## src/rtl/round_sequencer_pkg.sv

```systemverilog
// Shared definitions for the round sequencer, display mux and CountDownTimer.
// Holds the phase encoding seen on the phase output and the level width.
package round_sequencer_pkg;

    localparam int unsigned LEVEL_W = 4;
    localparam int unsigned PHASE_W = 3;

    typedef enum logic [PHASE_W-1:0] {
        ST_IDLE = 3'd0,
        ST_SHOW = 3'd1,
        ST_PLAY = 3'd2,
        ST_PASS = 3'd3,
        ST_FAIL = 3'd4,
        ST_OVER = 3'd5,
        ST_WIN  = 3'd6
    } state_e;

endpackage

```

## src/rtl/round_sequencer_btn_sync_edge.sv

```systemverilog
// Two-flop synchronizer followed by a registered rising-edge detector.
// A level change on btn_in shows up as a one-cycle pulse_out three cycles later.
module btn_sync_edge (
    input  logic clk,
    input  logic rst_n,
    input  logic btn_in,
    output logic pulse_out
);

    logic sync1_q, sync1_d;
    logic sync2_q, sync2_d;
    logic prev_q,  prev_d;
    logic pulse_q, pulse_d;

    always_comb begin
        sync1_d = btn_in;
        sync2_d = sync1_q;
        prev_d  = sync2_q;
        pulse_d = sync2_q & ~prev_q;
    end

    always_ff @(posedge clk or negedge rst_n) begin
        if (!rst_n) begin
            sync1_q <= 1'b0;
            sync2_q <= 1'b0;
            prev_q  <= 1'b0;
            pulse_q <= 1'b0;
        end else begin
            sync1_q <= sync1_d;
            sync2_q <= sync2_d;
            prev_q  <= prev_d;
            pulse_q <= pulse_d;
        end
    end

    assign pulse_out = pulse_q;

endmodule

```

## src/rtl/round_sequencer.sv

```systemverilog
// Game-flow controller: selects the level, arms CountDownTimer and reacts to
// answers or timeout. Display phases are timed in Clk1Hz enable pulses.
module round_sequencer
    import round_sequencer_pkg::*;
#(
    parameter int unsigned MAX_LEVEL   = 15,
    parameter int unsigned SHOW_SECS   = 2,
    parameter int unsigned RESULT_SECS = 3
) (
    input  logic               Clk100M,
    input  logic               nReset,
    input  logic               Clk1Hz,
    input  logic               btnGo,
    input  logic               answerValid,
    input  logic               answerCorrect,
    input  logic               doneCounting,
    output logic               start,
    output logic [LEVEL_W-1:0] curLevel,
    output logic [PHASE_W-1:0] phase,
    output logic               roundPass,
    output logic               gameOver,
    output logic               gameWon
);

    localparam int unsigned SEC_W = 8;

    state_e             state_q, state_d;
    logic [LEVEL_W-1:0] lvl_q, lvl_d;
    logic [SEC_W-1:0]   sec_q, sec_d;
    logic               pass_q, pass_d;
    logic               go_pulse;

    logic show_done;
    logic result_done;

    btn_sync_edge u_go_sync (
        .clk       (Clk100M),
        .rst_n     (nReset),
        .btn_in    (btnGo),
        .pulse_out (go_pulse)
    );

    assign show_done   = Clk1Hz && (sec_q == SEC_W'(SHOW_SECS - 1));
    assign result_done = Clk1Hz && (sec_q == SEC_W'(RESULT_SECS - 1));

    always_comb begin
        state_d = state_q;
        lvl_d   = lvl_q;
        sec_d   = sec_q;
        pass_d  = 1'b0;

        unique case (state_q)
            ST_IDLE: begin
                if (go_pulse) begin
                    state_d = ST_SHOW;
                    lvl_d   = LEVEL_W'(1);
                end
            end
            ST_SHOW: begin
                if (show_done)   state_d = ST_PLAY;
                else if (Clk1Hz) sec_d   = sec_q + SEC_W'(1);
            end
            ST_PLAY: begin
                // An answer in the same cycle as timeout takes priority.
                if (answerValid) begin
                    state_d = answerCorrect ? ST_PASS : ST_FAIL;
                    pass_d  = answerCorrect;
                end else if (doneCounting) begin
                    state_d = ST_FAIL;
                end
            end
            ST_PASS: begin
                if (result_done) begin
                    if (lvl_q == LEVEL_W'(MAX_LEVEL)) begin
                        state_d = ST_WIN;
                    end else begin
                        state_d = ST_SHOW;
                        lvl_d   = lvl_q + LEVEL_W'(1);
                    end
                end else if (Clk1Hz) begin
                    sec_d = sec_q + SEC_W'(1);
                end
            end
            ST_FAIL: begin
                if (result_done) state_d = ST_OVER;
                else if (Clk1Hz) sec_d   = sec_q + SEC_W'(1);
            end
            ST_OVER, ST_WIN: begin
                if (go_pulse) begin
                    state_d = ST_SHOW;
                    lvl_d   = LEVEL_W'(1);
                end
            end
            default: state_d = ST_IDLE;
        endcase

        // Every phase starts counting seconds from zero.
        if (state_d != state_q) sec_d = '0;
    end

    always_ff @(posedge Clk100M or negedge nReset) begin
        if (!nReset) begin
            state_q <= ST_IDLE;
            lvl_q   <= LEVEL_W'(1);
            sec_q   <= '0;
            pass_q  <= 1'b0;
        end else begin
            state_q <= state_d;
            lvl_q   <= lvl_d;
            sec_q   <= sec_d;
            pass_q  <= pass_d;
        end
    end

    assign start     = (state_q == ST_PLAY);
    assign curLevel  = lvl_q;
    assign phase     = state_q;
    assign roundPass = pass_q;
    assign gameOver  = (state_q == ST_OVER);
    assign gameWon   = (state_q == ST_WIN);

endmodule

```

## config.mk

```make
export PLATFORM = sky130hd
export DESIGN_NAME = round_sequencer
export DESIGN_NICKNAME = d
export VERILOG_FILES = /design/src/rtl/round_sequencer_pkg.sv /design/src/rtl/round_sequencer_btn_sync_edge.sv /design/src/rtl/round_sequencer.sv
export SDC_FILE = /design/constraint.sdc
export NUM_CORES = 1
export LEC_CHECK = 0
export ABC_CLOCK_PERIOD_IN_PS = 5800
export CORE_MARGIN = 2
export CORE_UTILIZATION = 35
export CTS_BUF_LIST = sky130_fd_sc_hd__clkbuf_2 sky130_fd_sc_hd__clkbuf_4 sky130_fd_sc_hd__clkbuf_8
export CTS_CLUSTER_DIAMETER = 80
export DETAILED_ROUTE_END_ITERATION = 16
export GPL_ROUTABILITY_DRIVEN = 0
export GPL_TIMING_DRIVEN = 0
export SYNTH_ARGS = -nofsm -noshare
export SYNTH_HDL_FRONTEND = slang
export SYNTH_SLANG_ARGS = --single-unit
```

## constraint.sdc

```tcl
create_clock -name Clk100M -period 5.8 [get_ports Clk100M]
set_input_delay 0.87 -clock Clk100M [delete_from_list [all_inputs] [get_ports Clk100M]]
set_output_delay 0.87 -clock Clk100M [all_outputs]
set_load 0.005 [all_outputs]
```

# Yosys cells after proc, flatten, opt, wreduce, memory -nomap -nowiden
# Cells that the tools add are included.
# W data, S select, Z words.
# op_classes
n_addsub,2
eq_ne,15
mux,20
bitwise_logic,2
n_reduce_logical,9
# op_table
operator,n
$mux W8,4
$mux W3,8
$pmux W8 S2,1
$pmux W3 S5,1
$mux W4,3
$eq A3 B3 Y1 const B,3
$add A8 B1 Y8 const B,1
$eq A8 B1 Y1 const B,1
$eq A8 B2 Y1 const B,1
$pmux W4 S2,1
$eq A3 B2 Y1 const B,2
$add A4 B1 Y4 const B,1
$eq A4 B4 Y1 const B,1
$ne A2 B2 Y1 const B,2
$reduce_and A4 Y1,1
$eq A3 B1 Y1 const B,1
$logic_not A3 Y1,1
$ne A3 B2 Y1 const B,1
$ne A3 B3 Y1,1
$ne A3 B3 Y1 const B,1
$reduce_and A3 Y1,1
$reduce_bool A3 Y1,1
$reduce_or A3 Y1,1
$logic_and A1 B1 Y1,2
6 further kinds,7
# totals
register_bits,20
input_bits,7
out_inout_bits,11
wordCells,56

# Logic depth before layout (Yosys ltp)
# logic_depth
word_depth,7
mapped_depth,8
ltp_nobuf,8

# Cells and area by module
# Synthesis repeated with hierarchy kept, for this count alone.
# hier_totals
hier_cells,131
hier_area_um2,1258.7
# by_module_without_submodules
module,n_inst,cells_per_inst,area_per_inst_um2,seq_area_each_um2
round_sequencer,1,126,1144.8,401.6
btn_sync_edge,1,5,113.9,100.1

# Worst setup path before layout
# No wires, ideal clock.
# synth_path
kind,input to register
startpoint,in Clk1Hz
endpoint,reg sec_q[0]
setup_time_ps,121
arrival_ps,1899
required_ps,5679
path_slack_ps,3780
path_stages,6
n_path_buf,0
path_cell_list,and4bb_2 > nand2_1 > o21ba_1 > a211o_1 > nand4_4 > nor2_2
# synth_between
elab_chain_len,6
elab_cells_between_ends,16
cone_classes,eq/ne: 3; mux: 9; reduce/logical: 4
# synth_rtl
item,line_no,rtl
start: declaration,round_sequencer.sv:12,"input logic Clk1Hz,"
"$logic_and A1 B1 Y1, on equally long branches","round_sequencer.sv:44, round_sequencer.sv:43",
"$mux W3, on equally long branches","round_sequencer.sv:85, round_sequencer.sv:60, round_sequencer.sv:73",
$pmux W3 S5,round_sequencer.sv:52,unique case (state_q)
$ne A3 B3 Y1,round_sequencer.sv:98,if (state_d != state_q) sec_d = '0;
$ne A3 B3 Y1 (no source line) (tied with other cells),--,
$reduce_and A3 Y1 (no source line),--,
end signal: assignment,round_sequencer.sv:105,sec_q <= '0;
end signal: assignment,round_sequencer.sv:110,sec_q <= sec_d;
end: declaration,round_sequencer.sv:29,"logic [SEC_W-1:0] sec_q, sec_d;"
# Several ways; a longest one is shown, not always the timed one. The select of a mux whose other input is x is not followed.
# A chain may end at the register's enable or synchronous reset.

# Worst setup path after layout
# layout_path
startpoint,"reg state_q[0], in the netlist phase[0]"
endpoint,out start
# layout_between
elab_chain_len,1
# layout_rtl
item,line_no,rtl
start: declaration,round_sequencer.sv:27,"state_e state_q, state_d;"
start signal: assignment,round_sequencer.sv:108,state_q <= state_d;
$eq A3 B2 Y1,round_sequencer.sv:115,assign start = (state_q == ST_PLAY);
end: declaration,round_sequencer.sv:17,"output logic start,"
# Every way passes these cells.

==> qor.csv <==
metric,value,unit
sequential power share,33.4,%
antenna cells,0,
# hold bufs at CTS,0,
Power Dens Cells,378,nW/um^2
min-delay src,u_go_sync.sync1_q$_DFF_PN0_,
Clock transition at path regs,120,ps
antenna-violating nets left,0,
vias in the first global route,1043,
status,"complete, no violations",
setup TNS,0,ps
DR WL/cell,12.7,um
register bit total from synthesis,20,
RSZ-0062 raised after global routing,false,
reg2reg setup slack,3730,ps
initial antenna violation count,0,
Initial DRT Pass Iterations,5,
Post-CTS Setup Repair Bufs,0,
Row Count,21,
DP Worst Slack,3070,ps
CTS tree,built,
Routed WL,2570,um
proportion of layout cells with a drive suffix above 1,14.0,%
Die X,63.9,um
fmax,347,MHz
Synth Flop Type,dfrtp_1,
final setup fails,0,
starting density of the core,37.1,%
# IOs,18,
Worst Hold End,u_go_sync.prev_d$_DFF_PN0_,
P_sw,241,uW
WS Path Type,reg2out,
slew at the pin closest to its max-slew limit,882,ps
DP HPWL,1930,um
Max Slew Vio Count,0,
post-synthesis to final-layout area growth,21.0,%
die footprint,4090,sq um
Sink Count,20,
vias per std cell,5.25,
Critical R2R Launch,sec_q[4]$_DFFE_PN0P_,
Tmin final,2880,ps
combinational cell fraction of total power,52.4,%
GR Overflow Total,0,
core area,3390,sq um
VDD IR-drop max,99.5,uV
largest net degree at the start of global routing,21,
area taken by multi-input logic gates,719,sq um
Post-Syn Area,1260,sq um
Clock Tree Buf Depth,2,
distinct cell type count after synthesis,42,
Final Hold Fails,0,
GRT Overall Usage,14.5,%
Critical R2R Capture,sec_q[4]$_DFFE_PN0P_,
Layout fillers,327,
number of flops mapped to enable cells by yosys,0,
Max Clock Skew,5.24,ps
die height,63.9,um
critical path arrival,2010,ps
Clock Power Share,14.3,%
Tcrit/Tclk final,49.7,%
Post-Syn Instances,136,
Resized Gates After CTS,0,
"Seq/Total Area, Yosys",39.9,%
cts bufs inserted,3,
relative slew slack,41.0,%
min-delay worst type,reg2reg,
max-cap viol count,0,
Worst Path Max Fanout,10,
Startpoint Class,flop,
Power Internal,334,uW
vias,1065,
r2r worst-path depth,6,
Yosys warning total,0,
minimum hold slack,367,ps
H-tree depth,1,
PortBufs,17,
global-route wire length before repair,4740,um
Post-Place Cell Area,1490,sq um
most frequent cells in the layout,"dfrtp_1, clkdlybuf4s50_1, nand2_1",
Register Area,502,sq um
Final Cell Area,1520,sq um
Iteration-0 DRC Markers,128,
Skew-Pair Late Insertion Delay,300,ps
DRC errors left,0,
leakage power,0.000623,uW
final critical-path setup slack,2920,ps
Setup crit end kind,output port,
Syn Area/Cell,9.25,sq um
Sw Share,41.9,%
synthesized net count,147,
"most common cell after layout, fill and taps aside",dfrtp_1,
ys async rst share,100,%
Worst Hold Depth,0,
Layout Nets,169,
CTS root buf,clkbuf_4,
Required @ worst endpoint,4930,ps
post-layout util,44.9,%
worst max-delay path by stage:
stage / end / start
CTS: start / phase[0]$_DFF_PN0_
floorplan: sec_q[0]$_DFFE_PN0P_ / Clk1Hz
global route: gameOver / phase[2]$_DFF_PN0_
finish: start / phase[0]$_DFF_PN0_
global placement: sec_q[4]$_DFFE_PN0P_ / Clk1Hz
detailed placement: sec_q[4]$_DFFE_PN0P_ / Clk1Hz
cell usage after synthesis (3+ instances only):
cell | number | area [sq um]
o21ai_0 | 7 | 35.0
nand3_1 | 6 | 30.0
and3_1 | 4 | 25.0
inv_1 | 5 | 18.8
nand2b_1 | 3 | 18.8
a21oi_1 | 9 | 45.0
nor2_1 | 9 | 33.8
ha_1 | 4 | 50.1
nor3b_1 | 3 | 22.5
nor2_2 | 6 | 37.5
nand2_1 | 13 | 48.8
xnor2_1 | 6 | 52.6
dfrtp_1 | 19 | 475
nor3_1 | 4 | 20.0
nor2b_1 | 3 | 18.8
metal layers:
layer	track usage, %	wire length (um)	vias up
met1	20.6	1270	499
met4	7.07	48	0
met5	0	0	-
li1	-	-	523
met2	21.4	1110	36
met3	2.46	138	7
metrics by stage:
step / cells / power [uW]
floorplan: 136 / 401
global placement: 199 / 487
detailed placement: 199 / 494
CTS: 203 / 577
global route: 203 / 629
finish: 203 / 575
layout make-up:
type,instances,share of cell area (%)
clock buffer,4,2.38
timing repair buffer,17,11.2
buffer,4,1.15
multi-input combinational,107,47.3
inverter,5,1.23
sequential,20,33.0
tap,46,3.78
cells by family (layout without fill, tap and decap cells):
logic type                 Yosys count  after routing  synth area share (%)
and+or+nand+nor                     66             66                  31.5
AOI/OAI and AO/OA                   27             27                  14.5
DFF                                 20             20                  39.9
buffers and inverters                9             30                  2.89
xor gates and xnor gates             8              8                  5.57
adders and majority gates            4              4                  3.98
muxes                                2              2                  1.59
state kept, by name (all words and copies together) (netlist names):
| register | flops |
|---|---|
| u_go_sync.prev_d | 1 |
| roundPass | 1 |
| u_go_sync.prev_q | 1 |
| u_go_sync.pulse_out | 1 |
| curLevel | 4 |
| phase | 3 |
| sec_q | 8 |
| u_go_sync.sync1_q | 1 |
power groups by stage:
stage	Sequential [uW]	Combinational (uW)	Clock [uW]
floorplan	190	211	0
global placement	193	294	0
detailed placement	195	299	0
CTS	192	300	84.9
global route	197	338	94.1
finish	192	301	82.2
critical path, stage by stage, from the launching register on:
cell and delay (ps):
dfrtp_1 390, buf_2 180, nor2b_1 340, nor2b_1 260
clkdlybuf4s50_1 540
Power figures use the tool's default switching activity.
